===== config.mk =====
export PLATFORM = sky130hd
export DESIGN_NAME = regfile_wb_arbiter_flat
export DESIGN_NICKNAME = d
export VERILOG_FILES = /design/src/rtl/regfile_wb_arbiter_if.sv /design/src/rtl/regfile_wb_arbiter.sv /design/src/flat_wrapper.sv
export SDC_FILE = /design/constraint.sdc
export NUM_CORES = 1
export LEC_CHECK = 0
export ABC_CLOCK_PERIOD_IN_PS = 14500
export BUFFER_PORTS_ARGS = -buffer_cell sky130_fd_sc_hd__buf_2
export CORE_UTILIZATION = 61
export DETAILED_ROUTE_END_ITERATION = 8
export PLACE_DENSITY = 0.91
export SKIP_CTS_REPAIR_TIMING = 1
export SYNTH_ARGS = -nofsm -noshare
export SYNTH_HDL_FRONTEND = slang
export SYNTH_SLANG_ARGS = --single-unit

===== constraint.sdc =====
create_clock -name clk -period 14.5 [get_ports clk]
set_input_delay 2.175 -clock clk [delete_from_list [all_inputs] [get_ports clk]]
set_output_delay 2.175 -clock clk [all_outputs]
set_load 0.05 [all_outputs]

===== src/rtl/regfile_wb_arbiter_if.sv =====
// Bundle of ALU writeback, load issue/return, hazard query and register-file
// write signals shared between the write arbiter and its environment.
interface regfile_wb_arbiter_if #(
    parameter int DEPTH = 4,
    parameter int AW    = 5,
    parameter int DW    = 32
);
    localparam int CW = $clog2(DEPTH) + 1;
    localparam int NR = 1 << AW;

    logic          alu_valid;
    logic [AW-1:0] alu_rd;
    logic [DW-1:0] alu_data;
    logic          ld_issue;
    logic [AW-1:0] ld_rd;
    logic          mem_valid;
    logic          mem_ready;
    logic [AW-1:0] mem_rd;
    logic [DW-1:0] mem_data;
    logic [AW-1:0] RX;
    logic [AW-1:0] RY;
    logic          stall_x;
    logic          stall_y;
    logic          WEN;
    logic [AW-1:0] RW;
    logic [DW-1:0] busW;
    logic [NR-1:0] pending;
    logic [CW-1:0] fifo_cnt;
    logic          err_waw;

    modport slave (
        input  alu_valid, alu_rd, alu_data, ld_issue, ld_rd,
        input  mem_valid, mem_rd, mem_data, RX, RY,
        output mem_ready, stall_x, stall_y, WEN, RW, busW,
        output pending, fifo_cnt, err_waw
    );

    modport master (
        output alu_valid, alu_rd, alu_data, ld_issue, ld_rd,
        output mem_valid, mem_rd, mem_data, RX, RY,
        input  mem_ready, stall_x, stall_y, WEN, RW, busW,
        input  pending, fifo_cnt, err_waw
    );
endinterface


===== src/rtl/regfile_wb_arbiter.sv =====
// Single write port arbiter for the register file: ALU results take priority,
// buffered load returns fill idle slots, and a pending bitmap flags RAW hazards.
module regfile_wb_arbiter #(
    parameter int DEPTH = 4,
    parameter int AW    = 5,
    parameter int DW    = 32
) (
    input  logic                 clk,
    input  logic                 rst,
    regfile_wb_arbiter_if.slave  bus
);
    localparam int PW = (DEPTH > 1) ? $clog2(DEPTH) : 1;
    localparam int CW = $clog2(DEPTH) + 1;
    localparam int NR = 1 << AW;

    logic [AW-1:0] r_fifo_rd   [DEPTH];
    logic [DW-1:0] r_fifo_data [DEPTH];
    logic [PW-1:0] r_wptr;
    logic [PW-1:0] r_rptr;
    logic [CW-1:0] r_cnt;
    logic          r_wen;
    logic [AW-1:0] r_rw;
    logic [DW-1:0] r_busw;
    logic [NR-1:0] r_pending;
    logic          r_err_waw;

    logic          w_ready;
    logic          w_push;
    logic          w_alu_wr;
    logic          w_pop;
    logic [AW-1:0] w_head_rd;
    logic [DW-1:0] w_head_data;
    logic [NR-1:0] w_clr_mask;
    logic [NR-1:0] w_set_mask;
    logic [NR-1:0] w_pending_nxt;
    logic [CW-1:0] w_cnt_nxt;
    logic          w_wen_nxt;
    logic [AW-1:0] w_rw_nxt;
    logic [DW-1:0] w_busw_nxt;
    logic          w_err_nxt;

    // Readiness looks at occupancy only, so a full FIFO refuses even on a pop cycle.
    assign w_ready     = !rst && (r_cnt < CW'(DEPTH));
    assign w_push      = bus.mem_valid && w_ready && (bus.mem_rd != {AW{1'b0}});
    assign w_alu_wr    = bus.alu_valid && (bus.alu_rd != {AW{1'b0}});
    assign w_pop       = !w_alu_wr && (r_cnt != {CW{1'b0}});
    assign w_head_rd   = r_fifo_rd[r_rptr];
    assign w_head_data = r_fifo_data[r_rptr];

    // Write-port selection, occupancy update and scoreboard next state.
    always_comb begin
        w_wen_nxt  = 1'b0;
        w_rw_nxt   = r_rw;
        w_busw_nxt = r_busw;
        w_clr_mask = {NR{1'b0}};
        w_set_mask = {NR{1'b0}};
        w_cnt_nxt  = r_cnt;
        w_err_nxt  = r_err_waw;
        if (w_alu_wr) begin
            w_wen_nxt  = 1'b1;
            w_rw_nxt   = bus.alu_rd;
            w_busw_nxt = bus.alu_data;
        end else if (w_pop) begin
            w_wen_nxt  = 1'b1;
            w_rw_nxt   = w_head_rd;
            w_busw_nxt = w_head_data;
            w_clr_mask = {{(NR-1){1'b0}}, 1'b1} << w_head_rd;
        end else begin
            w_wen_nxt  = 1'b0;
        end
        if (bus.ld_issue && (bus.ld_rd != {AW{1'b0}})) begin
            w_set_mask = {{(NR-1){1'b0}}, 1'b1} << bus.ld_rd;
        end else begin
            w_set_mask = {NR{1'b0}};
        end
        if (bus.alu_valid && r_pending[bus.alu_rd]) begin
            w_err_nxt = 1'b1;
        end else begin
            w_err_nxt = r_err_waw;
        end
        case ({w_push, w_pop})
            2'b10:   w_cnt_nxt = r_cnt + CW'(1);
            2'b01:   w_cnt_nxt = r_cnt - CW'(1);
            default: w_cnt_nxt = r_cnt;
        endcase
        // Set applied after clear so a same-cycle reissue keeps the bit.
        w_pending_nxt    = (r_pending & ~w_clr_mask) | w_set_mask;
        w_pending_nxt[0] = 1'b0;
    end

    // FIFO storage, pointers and occupancy.
    always_ff @(posedge clk or posedge rst) begin
        if (rst) begin
            r_wptr <= {PW{1'b0}};
            r_rptr <= {PW{1'b0}};
            r_cnt  <= {CW{1'b0}};
            for (int i = 0; i < DEPTH; i++) begin
                r_fifo_rd[i]   <= {AW{1'b0}};
                r_fifo_data[i] <= {DW{1'b0}};
            end
        end else begin
            if (w_push) begin
                r_fifo_rd[r_wptr]   <= bus.mem_rd;
                r_fifo_data[r_wptr] <= bus.mem_data;
                r_wptr              <= r_wptr + PW'(1);
            end
            if (w_pop) begin
                r_rptr <= r_rptr + PW'(1);
            end
            r_cnt <= w_cnt_nxt;
        end
    end

    // Registered write port, scoreboard and sticky WAW flag.
    always_ff @(posedge clk or posedge rst) begin
        if (rst) begin
            r_wen     <= 1'b0;
            r_rw      <= {AW{1'b0}};
            r_busw    <= {DW{1'b0}};
            r_pending <= {NR{1'b0}};
            r_err_waw <= 1'b0;
        end else begin
            r_wen     <= w_wen_nxt;
            r_rw      <= w_rw_nxt;
            r_busw    <= w_busw_nxt;
            r_pending <= w_pending_nxt;
            r_err_waw <= w_err_nxt;
        end
    end

    assign bus.mem_ready = w_ready;
    assign bus.stall_x   = r_pending[bus.RX];
    assign bus.stall_y   = r_pending[bus.RY];
    assign bus.WEN       = r_wen;
    assign bus.RW        = r_rw;
    assign bus.busW      = r_busw;
    assign bus.pending   = r_pending;
    assign bus.fifo_cnt  = r_cnt;
    assign bus.err_waw   = r_err_waw;
endmodule


===== src/flat_wrapper.sv =====
// flat-port wrapper written by rule: the top's interface ports become plain ports
module regfile_wb_arbiter_flat 
#(
    parameter int DEPTH = 4,
    parameter int AW    = 5,
    parameter int DW    = 32
)
  (clk, rst, bus_alu_valid, bus_alu_rd, bus_alu_data, bus_ld_issue, bus_ld_rd, bus_mem_valid, bus_mem_rd, bus_mem_data, bus_RX, bus_RY, bus_mem_ready, bus_stall_x, bus_stall_y, bus_WEN, bus_RW, bus_busW, bus_pending, bus_fifo_cnt, bus_err_waw);
  regfile_wb_arbiter_if #(.DEPTH(DEPTH), .AW(AW), .DW(DW)) bus_i ();
  input  logic clk;
  input  logic rst;
  input wire logic [$bits(bus_i.alu_valid)-1:0] bus_alu_valid;
  input wire logic [$bits(bus_i.alu_rd)-1:0] bus_alu_rd;
  input wire logic [$bits(bus_i.alu_data)-1:0] bus_alu_data;
  input wire logic [$bits(bus_i.ld_issue)-1:0] bus_ld_issue;
  input wire logic [$bits(bus_i.ld_rd)-1:0] bus_ld_rd;
  input wire logic [$bits(bus_i.mem_valid)-1:0] bus_mem_valid;
  input wire logic [$bits(bus_i.mem_rd)-1:0] bus_mem_rd;
  input wire logic [$bits(bus_i.mem_data)-1:0] bus_mem_data;
  input wire logic [$bits(bus_i.RX)-1:0] bus_RX;
  input wire logic [$bits(bus_i.RY)-1:0] bus_RY;
  output wire logic [$bits(bus_i.mem_ready)-1:0] bus_mem_ready;
  output wire logic [$bits(bus_i.stall_x)-1:0] bus_stall_x;
  output wire logic [$bits(bus_i.stall_y)-1:0] bus_stall_y;
  output wire logic [$bits(bus_i.WEN)-1:0] bus_WEN;
  output wire logic [$bits(bus_i.RW)-1:0] bus_RW;
  output wire logic [$bits(bus_i.busW)-1:0] bus_busW;
  output wire logic [$bits(bus_i.pending)-1:0] bus_pending;
  output wire logic [$bits(bus_i.fifo_cnt)-1:0] bus_fifo_cnt;
  output wire logic [$bits(bus_i.err_waw)-1:0] bus_err_waw;
  assign bus_i.alu_valid = bus_alu_valid;
  assign bus_i.alu_rd = bus_alu_rd;
  assign bus_i.alu_data = bus_alu_data;
  assign bus_i.ld_issue = bus_ld_issue;
  assign bus_i.ld_rd = bus_ld_rd;
  assign bus_i.mem_valid = bus_mem_valid;
  assign bus_i.mem_rd = bus_mem_rd;
  assign bus_i.mem_data = bus_mem_data;
  assign bus_i.RX = bus_RX;
  assign bus_i.RY = bus_RY;
  assign bus_mem_ready = bus_i.mem_ready;
  assign bus_stall_x = bus_i.stall_x;
  assign bus_stall_y = bus_i.stall_y;
  assign bus_WEN = bus_i.WEN;
  assign bus_RW = bus_i.RW;
  assign bus_busW = bus_i.busW;
  assign bus_pending = bus_i.pending;
  assign bus_fifo_cnt = bus_i.fifo_cnt;
  assign bus_err_waw = bus_i.err_waw;
  regfile_wb_arbiter #(.DEPTH(DEPTH), .AW(AW), .DW(DW)) u_core (.clk(clk), .rst(rst), .bus(bus_i));
endmodule

==> impl_metrics.toml, run 1 <==
[clocking]
clkTransAtPathRegs_ps = 60
cts-root-buf = "clkbuf_16"
cts.sinks = 225
cts_tree = "built"
numCtsBuffers = 24
cts_buffer_depth = 3
insertion_delay_ps = 510
cts_max_level = 1

[logic_synthesis]
yosys_warnings = 0
synth-edff-count = 0
synth_ff_type = "dfrtp_1"
ys_types = 54
syn-instance-count = 835
syn_nets = 935
async_reset_ff_share_pct = 100
synth_area_um2 = 10800
ys_seq_area_share_pct = 52.0
syn_area_per_cell_um2 = 13.0
synth-seq-cells = 225

[critical_path]
required_ps = 12320
critPathMaxStageDelay_ps = 550
worstPathArrival_ps = 3760
criticalPathCategory = "input port to output pin"
endpoint_kind = "output pin"
crit_chain = "buf_2 -> mux4_2 -> mux2_2 -> a211oi_1 -> nor2_1 -> buf_2"
cp_slowest_cell = "mux4_2"
r2r_slack_ps = 11630
crit_path_frequent_cell = "buf_2"
cp_max_fo = 9
crit_path_start_kind = "input port"

[run]
cap_violations = 0

[sta]
fmax_mhz = 168
setup_viol = 0
grt_setup_unrepaired = "false"
tns_ps = 0
hold_violations = 0
slew_viol_final = 0
fin_crit_ps = 5940
finalCritPeriodShare_pct = 40.9
clock_skew_ps = 10.2
worstMarginPinSlew_ps = 1130
relSlewSlack_pct = 25.0

[place]
portBuffers = 169
hpwl_mm = 17.2
gp_congestion = 0.944
dpl_cell_area_um2 = 11800

[run_status]
outcome = "completed"

[final_layout]
fin_util_pct = 73.3
final_cell_area_um2 = 12700
syn2layout_area_growth_pct = 17.0
nFillCells = 1083
drive_above_1_share_pct = 43.3
nets = 1088

[power_and_ir_drop]
swShare_pct = 40.5
power_switching_w = 0.00132
pwr-share-comb_pct = 43.1
power_density_nw_per_um2 = 257
p_leak_nw = 5.75
power_frac_seq_pct = 36.3
clock_power_share_pct = 20.6
power_w = 0.00326
ir_worst_vdd_mv = 0.194
internal-power_w = 0.00194

[min_path]
hold_class = "flop to flop"

[route]
num_vias = 7755
first_iter_violations = 603
drtAntennaViolNets = 0
wl_per_cell_um = 21.5
vias_per_cell = 6.29
finalWirelength_mm = 26.5
drc = 0
first_pass_iters = 7

[die]
initial_core_util_pct = 62.6
core_area_um2 = 17300
die_area_um2 = 18300
num_rows = 48
die_h_um = 135
fp.dieW_um = 135
io_pins = 171

[global_route]
grt_pass1_wl_mm = 42.3
gr-usage-all-layers_pct = 30.2
grt_max_degree = 101
gr-total-overflow = 0
grt_pass1_vias = 8150
antenna_found_initial = 1
[cell usage after synthesis, drive strengths merged, types with 2 or more instances]
cell type    n  area [um^2]
dfrtp      225         5630
mux2       158         1780
nand2      108          435
nor2        63          236
mux4        55         1240
a31oi       37          231
buf         35          188
inv         23         86.3
o21ai       13         65.1
clkbuf      12         45.0
mux2i       10          100
a21oi        8         51.3
o22ai        7         43.8
nand2b       6         45.0
nand4        6         43.8
o2bb2ai      6         52.6
a22o         5         43.8
ha           5         62.6
nand3        5         25.0
nor2b        5         31.3
a2111oi      3         45.0
a211oi       3         22.5
and4         3         26.3
nor4         3         25.0
o2111ai      3         26.3
xnor2        3         26.3
xor2         3         26.3
a221oi       2         17.5
a32o         2         20.0
nand3b       2         15.0
nor3         2         10.0
or3          2         12.5
[worst paths after layout]
check | endpoint | start | depth (start not counted)
worst max-delay path | bus_stall_y | bus_RY[0] | 6
worst min-delay path | u_core.r_fifo_data[31] | u_core.r_fifo_data[31] | 1
worst max register to register | u_core.bus.pending[9] | u_core.r_rptr[0] | 6
worst min register to register | u_core.r_fifo_data[31] | u_core.r_fifo_data[31] | 1
max in group asynchronous | u_core.r_rptr[0] | rst | 4
min in group asynchronous | u_core.r_fifo_data[100] | rst | 2
[logic make-up (layout without fill, tap and decap cells)]
kind of cell / Yosys count / after routing / synth area share [%]
AO/OA/AOI/OAI: 95 / 95 / 6.42
XOR/XNOR: 6 / 6 / 0.485
adder cells (fa/ha/maj): 6 / 6 / 0.762
buffers and inverters: 70 / 241 / 2.94
flip-flops: 225 / 225 / 52.0
multiplexers: 223 / 223 / 28.8
other: 1 / 2 / 0.0346
AND/OR/NAND/NOR: 209 / 209 / 8.61
[cell type report]
type                       instances  area, um^2  area share [%]
tap                              225         282            2.22
sequential                       225        5630            44.5
timing repair buffer             174         883            6.97
multi-input combinational        540        4890            38.6
inverter                          23        93.8           0.741
antenna                            1        2.50          0.0197
clock buffer                      34         699            5.52
clock inverter                    10         186            1.47
[stage by stage]
step	std cells	worst slack [ps]	hold WS [ps]
after floorplan	835	6160	459
after global placement	1187	8620	472
after detailed placement	1187	8550	481
after CTS	1231	8550	494
after global routing	1231	8480	513
final	1232	8560	486
[critical path, delay by kind of cell]
kind | cells | cell delay, ps
compound gates | 1 | 250
buf+inv | 2 | 460
mux | 2 | 820
simple gates | 1 | 60
[registers in the layout, summed over array words and instances, names as in the netlist]
register             cells
u_core.bus.WEN           1
u_core.r_fifo_rd        20
u_core.bus.err_waw       1
u_core.bus.fifo_cnt      3
u_core.bus.busW         32
u_core.r_rptr            2
u_core.bus.pending      31
u_core.bus.RW            5
u_core.r_fifo_data     128
u_core.r_wptr            2
[routing by layer]
| layer | up-vias | share of wire, % | track usage (%) |
|---|---|---|---|
| li1 | 3365 | - | - |
| met1 | 3889 | 39 | 38.6 |
| met2 | 393 | 50 | 50.7 |
| met3 | 108 | 7.6 | 5.54 |
| met4 | 0 | 4.0 | 13.5 |
| met5 | - | 0 | 0 |
[placed cells by master, fill, tap and decap left out, types with 4 or more instances in the layout]
| cell | instances |
|---|---|
| nand2_4 | 4 |
| mux4_2 | 55 |
| a21oi_1 | 7 |
| bufinv_16 | 5 |
| dfrtp_1 | 223 |
| o2bb2ai_1 | 6 |
| mux2i_1 | 10 |
| nand3_1 | 5 |
| a22o_1 | 5 |
| buf_2 | 169 |
| nor2b_1 | 5 |
| ha_1 | 5 |
| inv_1 | 20 |
| nand4_1 | 5 |
| nand2b_1 | 5 |
| mux2_2 | 148 |
| buf_4 | 5 |
| nor2_1 | 63 |
| o22ai_1 | 7 |
| mux2_1 | 10 |
| clkbuf_16 | 25 |
| nand2_1 | 104 |
| o21ai_0 | 13 |
| clkbuf_8 | 4 |
| clkbuf_1 | 5 |
| a31oi_1 | 37 |
[power by group through the flow]
stage / logic [W] / registers, W / clock network (W)
floorplan: 0.000787 / 0.00142 / 0
global placement: 0.00134 / 0.00115 / 0
detailed placement: 0.00139 / 0.00118 / 0
CTS: 0.00141 / 0.00117 / 0.000679
global route: 0.00149 / 0.00121 / 0.000707
finish: 0.00140 / 0.00118 / 0.000670
No activity file was read; power rests on OpenSTA's default activity.
==> run 2: changes to the inputs <==
--- a/config.mk
+++ b/config.mk
@@ -5,11 +5,11 @@
 export SDC_FILE = /design/constraint.sdc
 export NUM_CORES = 1
 export LEC_CHECK = 0
-export ABC_CLOCK_PERIOD_IN_PS = 14500
+export ABC_CLOCK_PERIOD_IN_PS = 5400
 export BUFFER_PORTS_ARGS = -buffer_cell sky130_fd_sc_hd__buf_2
-export CORE_UTILIZATION = 61
+export CORE_UTILIZATION = 52
 export DETAILED_ROUTE_END_ITERATION = 8
-export PLACE_DENSITY = 0.91
+export PLACE_DENSITY = 0.83
 export SKIP_CTS_REPAIR_TIMING = 1
 export SYNTH_ARGS = -nofsm -noshare
 export SYNTH_HDL_FRONTEND = slang
==> constraint.sdc (replaced) <==
create_clock -name clk -period 5.4 [get_ports clk]
set_input_delay 0.81 -clock clk [delete_from_list [all_inputs] [get_ports clk]]
set_output_delay 0.81 -clock clk [all_outputs]
set_load 0.05 [all_outputs]
==> run 2 against run 1 <==
Against the previous run: clock skew decreased by 1.6 ps; via count decreased by 3.6%; largest power group unchanged; flip-flop and latch count unchanged; die area increased by 17%; setup slack got worse by 6400 ps; critical path type unchanged; global-route usage decreased by 6.3 points; non-clock buffer count unchanged; worst hold slack improved by 4.2 ps; sequential share of layout area increased by 0.35 points; utilization decreased by 11 points; design area decreased by 0.77%; combinational power increased to 2.6 times the previous value.
==> impl_metrics.toml, run 2 (same netlist as run 1, synthesis figures left out) <==
[sta]
slew_viol_final = 0
tns_ps = 0
fin_crit_ps = 3200
clock_skew_ps = 8.67
relSlewSlack_pct = 27.4
worstMarginPinSlew_ps = 1090
hold_violations = 0
finalCritPeriodShare_pct = 59.2
setup_viol = 0
fmax_mhz = 313
grt_setup_unrepaired = "false"

[global_route]
antenna_found_initial = 2
gr-total-overflow = 0
grt_max_degree = 165
gr-usage-all-layers_pct = 23.9
grt_pass1_vias = 7790
grt_pass1_wl_mm = 41.0

[die]
io_pins = 171
fp.dieW_um = 146
initial_core_util_pct = 53.4
num_rows = 52
die_h_um = 146
core_area_um2 = 20300
die_area_um2 = 21400

[critical_path]
worst-path-buf-inv = 2
crit_chain = "buf_2 -> mux4_2 -> mux2_2 -> a211oi_1 -> nor2_1 -> buf_2"
endpoint_kind = "output pin"
rr_startpoint = "u_core.r_rptr[1]"
cp_slowest_cell = "mux4_2"
required_ps = 4590
critPathMaxStageDelay_ps = 530
worstPathArrival_ps = 2390
crit_path_start_kind = "input port"
crit_path_frequent_cell = "buf_2"
cp_max_fo = 9
crit_start = "bus_RY[0]"
criticalPathCategory = "input port to output pin"
path_delay_family = "multiplexers"

[final_layout]
final_cells = 1273
syn2layout_area_growth_pct = 16.1
nFillCells = 1602
mostFrequentLayoutCells = "dfrtp_1, buf_2, mux2_2, nand2_1, nor2_1"
final_common_cell = "dfrtp_1"
final_cell_area_um2 = 12600
multi_input_area_um2 = 4890
drive_above_1_share_pct = 42.9
nets = 1087
fin_util_pct = 61.9
max_flop_register = "u_core.r_fifo_data"
largest_reg_flops = 128
seqCellArea_um2 = 5630

[place]
gp_congestion = 0.880
hpwl_mm = 16.4
dpl_cell_area_um2 = 11800
dp.cells = 1232
portBuffers = 169

[power_and_ir_drop]
swShare_pct = 40.8
clock_power_share_pct = 18.2
internal-power_w = 0.00495
power_frac_seq_pct = 37.9
power_density_nw_per_um2 = 665
p_leak_nw = 5.67
power_switching_w = 0.00341
pwr-share-comb_pct = 43.9
ir_worst_vdd_mv = 0.411

[route]
finalWirelength_mm = 24.8
first_iter_violations = 464
wl_per_cell_um = 19.5
drtAntennaViolNets = 0
drc = 0
first_pass_iters = 5
vias_per_cell = 5.87
num_vias = 7477

[clocking]
cts_tree = "built"
cts_max_level = 1
cts-root-buf = "clkbuf_16"
cts.sinks = 225
clkTransAtPathRegs_ps = 60
cts_buffer_depth = 3
numCtsBuffers = 23
insertion_delay_ps = 500

[min_path]
hp-start = "u_core.r_fifo_data[0]"
hold_class = "flop to flop"

[run_status]
outcome = "completed"

[run]
cap_violations = 0
[run 2: worst paths after layout]
kind	to	slack (ps)	depth (start not counted)
setup / recovery	bus_stall_y	2200	6
hold / removal	u_core.r_fifo_data[0]	490	1
setup reg to reg	u_core.bus.pending[30]	2710	5
hold reg to reg	u_core.r_fifo_data[0]	490	1
max in group asynchronous	u_core.r_rptr[0]	4180	3
min in group asynchronous	u_core.bus.busW[17]	600	3
[run 2: area by class of cell]
class	count	share of cell area [%]
diodes	1	0.0199
clock buffers	35	5.33
clock inverters	5	0.418
inverters	23	0.716
multi-input cells	540	38.9
flip-flops and latches	225	44.8
well taps	270	2.69
repair buffers	174	7.12
[run 2: per-stage QoR]
stage          setup slack (ps)  total power (W)  hold WS (ps)
2_1_floorplan              1650          0.00592           459
3_3_place_gp               2250          0.00673           468
3_5_place_dp               2190          0.00686           479
4_1_cts                    2190          0.00841           493
5_1_grt                    2080          0.00884           510
6_report                   2200          0.00836           491
[run 2: worst reg2reg max path, stage by stage, from the launching register on]
cell and delay (ps):
dfrtp_2 1080, mux4_2 720, nand2b_1 330, nor2_1 220, nand2_1 80, o2bb2ai_1 140
[run 2: power by group through the flow]
stage	combinational, W	sequential (W)	clock (W)
2_1_floorplan	0.00211	0.00381	0
5_1_grt	0.00394	0.00328	0.00162
3_5_place_dp	0.00369	0.00318	0
4_1_cts	0.00370	0.00316	0.00156
3_3_place_gp	0.00360	0.00312	0
6_report	0.00367	0.00317	0.00152
[run 2: metal layers]
layer | up-vias | routed length (um) | GRT usage, %
met2 | 270 | 11900 | 39.5
li1 | 3352 | - | -
met5 | - | 13 | 0
met3 | 49 | 1490 | 3.75
met4 | 2 | 559 | 7.08
met1 | 3804 | 10800 | 32.9
==> run 3: changes to the inputs <==
--- a/config.mk
+++ b/config.mk
@@ -5,11 +5,12 @@
 export SDC_FILE = /design/constraint.sdc
 export NUM_CORES = 1
 export LEC_CHECK = 0
-export ABC_CLOCK_PERIOD_IN_PS = 5400
+export ABC_AREA = 1
+export ABC_CLOCK_PERIOD_IN_PS = 3100
 export BUFFER_PORTS_ARGS = -buffer_cell sky130_fd_sc_hd__buf_2
-export CORE_UTILIZATION = 52
+export CORE_UTILIZATION = 57
 export DETAILED_ROUTE_END_ITERATION = 8
-export PLACE_DENSITY = 0.83
+export PLACE_DENSITY = 0.86
 export SKIP_CTS_REPAIR_TIMING = 1
 export SYNTH_ARGS = -nofsm -noshare
 export SYNTH_HDL_FRONTEND = slang
==> constraint.sdc (replaced) <==
create_clock -name clk -period 3.1 [get_ports clk]
set_input_delay 0.465 -clock clk [delete_from_list [all_inputs] [get_ports clk]]
set_output_delay 0.465 -clock clk [all_outputs]
set_load 0.05 [all_outputs]
==> run 3 against run 2 <==
Against the previous run: clock-buffer cell count fell by 4; setup slack worse by 1500 ps; synthesized cell count increased by 69%; sequential share of layout area down 0.14 points; critical path type is now flop to flop.
==> impl_metrics.toml, run 3 <==
[logic_synthesis]
async_reset_ff_share_pct = 100
synth_area_leader_cell = "dfrtp_1"
yosys_warnings = 0
synth-edff-count = 0
synth-seq-cells = 225
syn_nets = 1511
ys_types = 32
synth.area.top_cells = "dfrtp_1, nand2_1, o21ai_0"
ys_seq_area_share_pct = 51.2
yosysMostFrequentCell = "nand2_1"
netlist.area_leader.share_pct = 51.2
syn-instance-count = 1411
synth_ff_type = "dfrtp_1"
syn_area_per_cell_um2 = 7.79
synth_area_um2 = 11000
yosys-top-cells-count = "nand2_1, o21ai_0, dfrtp_1, nand3_1, inv_1"

[critical_path]
worstPathArrival_ps = 2790
required_ps = 3490
cp_max_fo = 32
criticalPathCategory = "flop to flop"
crit_path_start_kind = "flop"
endpoint_kind = "flop"

[clocking]
insertion_delay_ps = 520
cts-root-buf = "clkbuf_16"
cts.sinks = 225
cts_tree = "built"
clkTransAtPathRegs_ps = 60
cts_max_level = 1
numCtsBuffers = 23
cts_buffer_depth = 3

[power_and_ir_drop]
power_w = 0.0140
internal-power_w = 0.00733
clock_power_share_pct = 17.9
swShare_pct = 47.8
ir_worst_vdd_mv = 0.560
power_density_nw_per_um2 = 1110
pwr-share-comb_pct = 44.6
power_switching_w = 0.00671
p_leak_nw = 6.40
power_frac_seq_pct = 37.5

[sta]
setup_viol = 0
clock_skew_ps = 13.2
fmax_mhz = 417
relSlewSlack_pct = 40.6
hold_violations = 0
grt_setup_unrepaired = "false"
worstMarginPinSlew_ps = 889
fin_crit_ps = 2400
slew_viol_final = 0
tns_ps = 0
setup_ws_ps = 704
finalCritPeriodShare_pct = 77.3

[global_route]
grt_max_degree = 75
grt_pass1_wl_mm = 48.4
gr-usage-all-layers_pct = 30.6
antenna_found_initial = 0
use_met2_pct = 47.8
grt_pass1_vias = 9714
grt.met1_usage_pct = 44.0
busiest_layer = "met2"
met3_usage_pct = 4.48
gr-total-overflow = 0

[route]
first_pass_iters = 5
num_vias = 10400
finalWirelength_mm = 29.6
vias_per_cell = 5.73
wl_per_cell_um = 16.4
drtAntennaViolNets = 0
first_iter_violations = 1163
drc = 0

[die]
fp.dieW_um = 141
num_rows = 50
die_h_um = 141
die_area_um2 = 19800
initial_core_util_pct = 58.4
core_area_um2 = 18800
io_pins = 171

[run_status]
outcome = "completed"

[final_layout]
syn2layout_area_growth_pct = 14.7
diodes = 0
max_flop_register = "u_core.r_fifo_data"
final_common_cell = "nand2_1"
fin_util_pct = 67.0
drive_above_1_share_pct = 15.7
largest_reg_flops = 128
mostFrequentLayoutCells = "nand2_1, o21ai_0, dfrtp_1, buf_2, nand3_1"
nets = 1637
nFillCells = 1507

[place]
portBuffers = 169
pre_cts_slack_ps = 498
gp_congestion = 0.930
hpwl_mm = 19.2

[run]
cap_violations = 0

[min_path]
hold_class = "input port to asynchronous set/reset pin"
-- run 3: stage by stage --
stage	cells	hold slack (ps)	area, um^2
after floorplan	1411	448	11000
after global placement	1772	460	12000
after detailed placement	1772	464	12000
after CTS	1809	152	12600
after global routing	1809	170	12600
final	1809	150	12600
-- run 3: final cells by class --
class | instances | area, um^2 | share of cell area, %
sequential | 225 | 5630 | 44.7
multi-input combinational | 996 | 4530 | 35.9
timing repair buffer | 188 | 1080 | 8.53
clock buffer | 31 | 616 | 4.88
inverter | 103 | 393 | 3.12
tap | 260 | 325 | 2.58
clock inverter | 6 | 36.3 | 0.288
-- run 3: worst max-delay path, stage by stage, from the launching register on --
cell and delay [ps]:
dfrtp_2 580, inv_2 240, buf_4 360, nand2_1 90
nand3_1 90, nand2_1 170, inv_1 100, nand2_1 80
nor2_1 260, nand3_1 130, nand2_1 80, nand2_1 70
-- run 3: power groups by stage --
stage,Combinational (W),Sequential (W),Clock [W]
finish,0.00627,0.00526,0.00251
floorplan,0.00314,0.00655,0
CTS,0.00622,0.00521,0.00252
global placement,0.00601,0.00520,0
detailed placement,0.00618,0.00524,0
global route,0.00685,0.00539,0.00265
-- run 3: logic make-up after synthesis --
family	Yosys count	share of synthesized area, %
DFF	225	51.2
other	1	0.0341
and+or+nand+nor	658	24.5
buffers and inverters	190	7.63
adders and majority gates	6	0.751
xor gates and xnor gates	4	0.319
AOI/OAI and AO/OA	327	15.5
-- run 3: final timing paths --
kind,to,slack (ps),startpoint,cells past startpoint
min in group clk,u_core.bus.busW[12],160,bus_alu_data[12],3
setup / recovery,u_core.bus.pending[13],700,u_core.r_rptr[0],11
hold / removal,u_core.r_fifo_data[34],150,rst,2
max in group asynchronous,u_core.r_fifo_data[118],2140,rst,3
hold reg to reg,u_core.bus.busW[13],480,u_core.bus.busW[13],2
setup reg to reg,u_core.bus.pending[13],700,u_core.r_rptr[0],11
-- run 3: routing by layer --
| metal | share of wire (%) | wire [um] | vias up |
|---|---|---|---|
| met5 | 0 | 0 | - |
| met4 | 2.9 | 848 | 0 |
| met2 | 46 | 13500 | 539 |
| li1 | - | - | 4847 |
| met3 | 9.0 | 2680 | 83 |
| met1 | 42 | 12600 | 4894 |
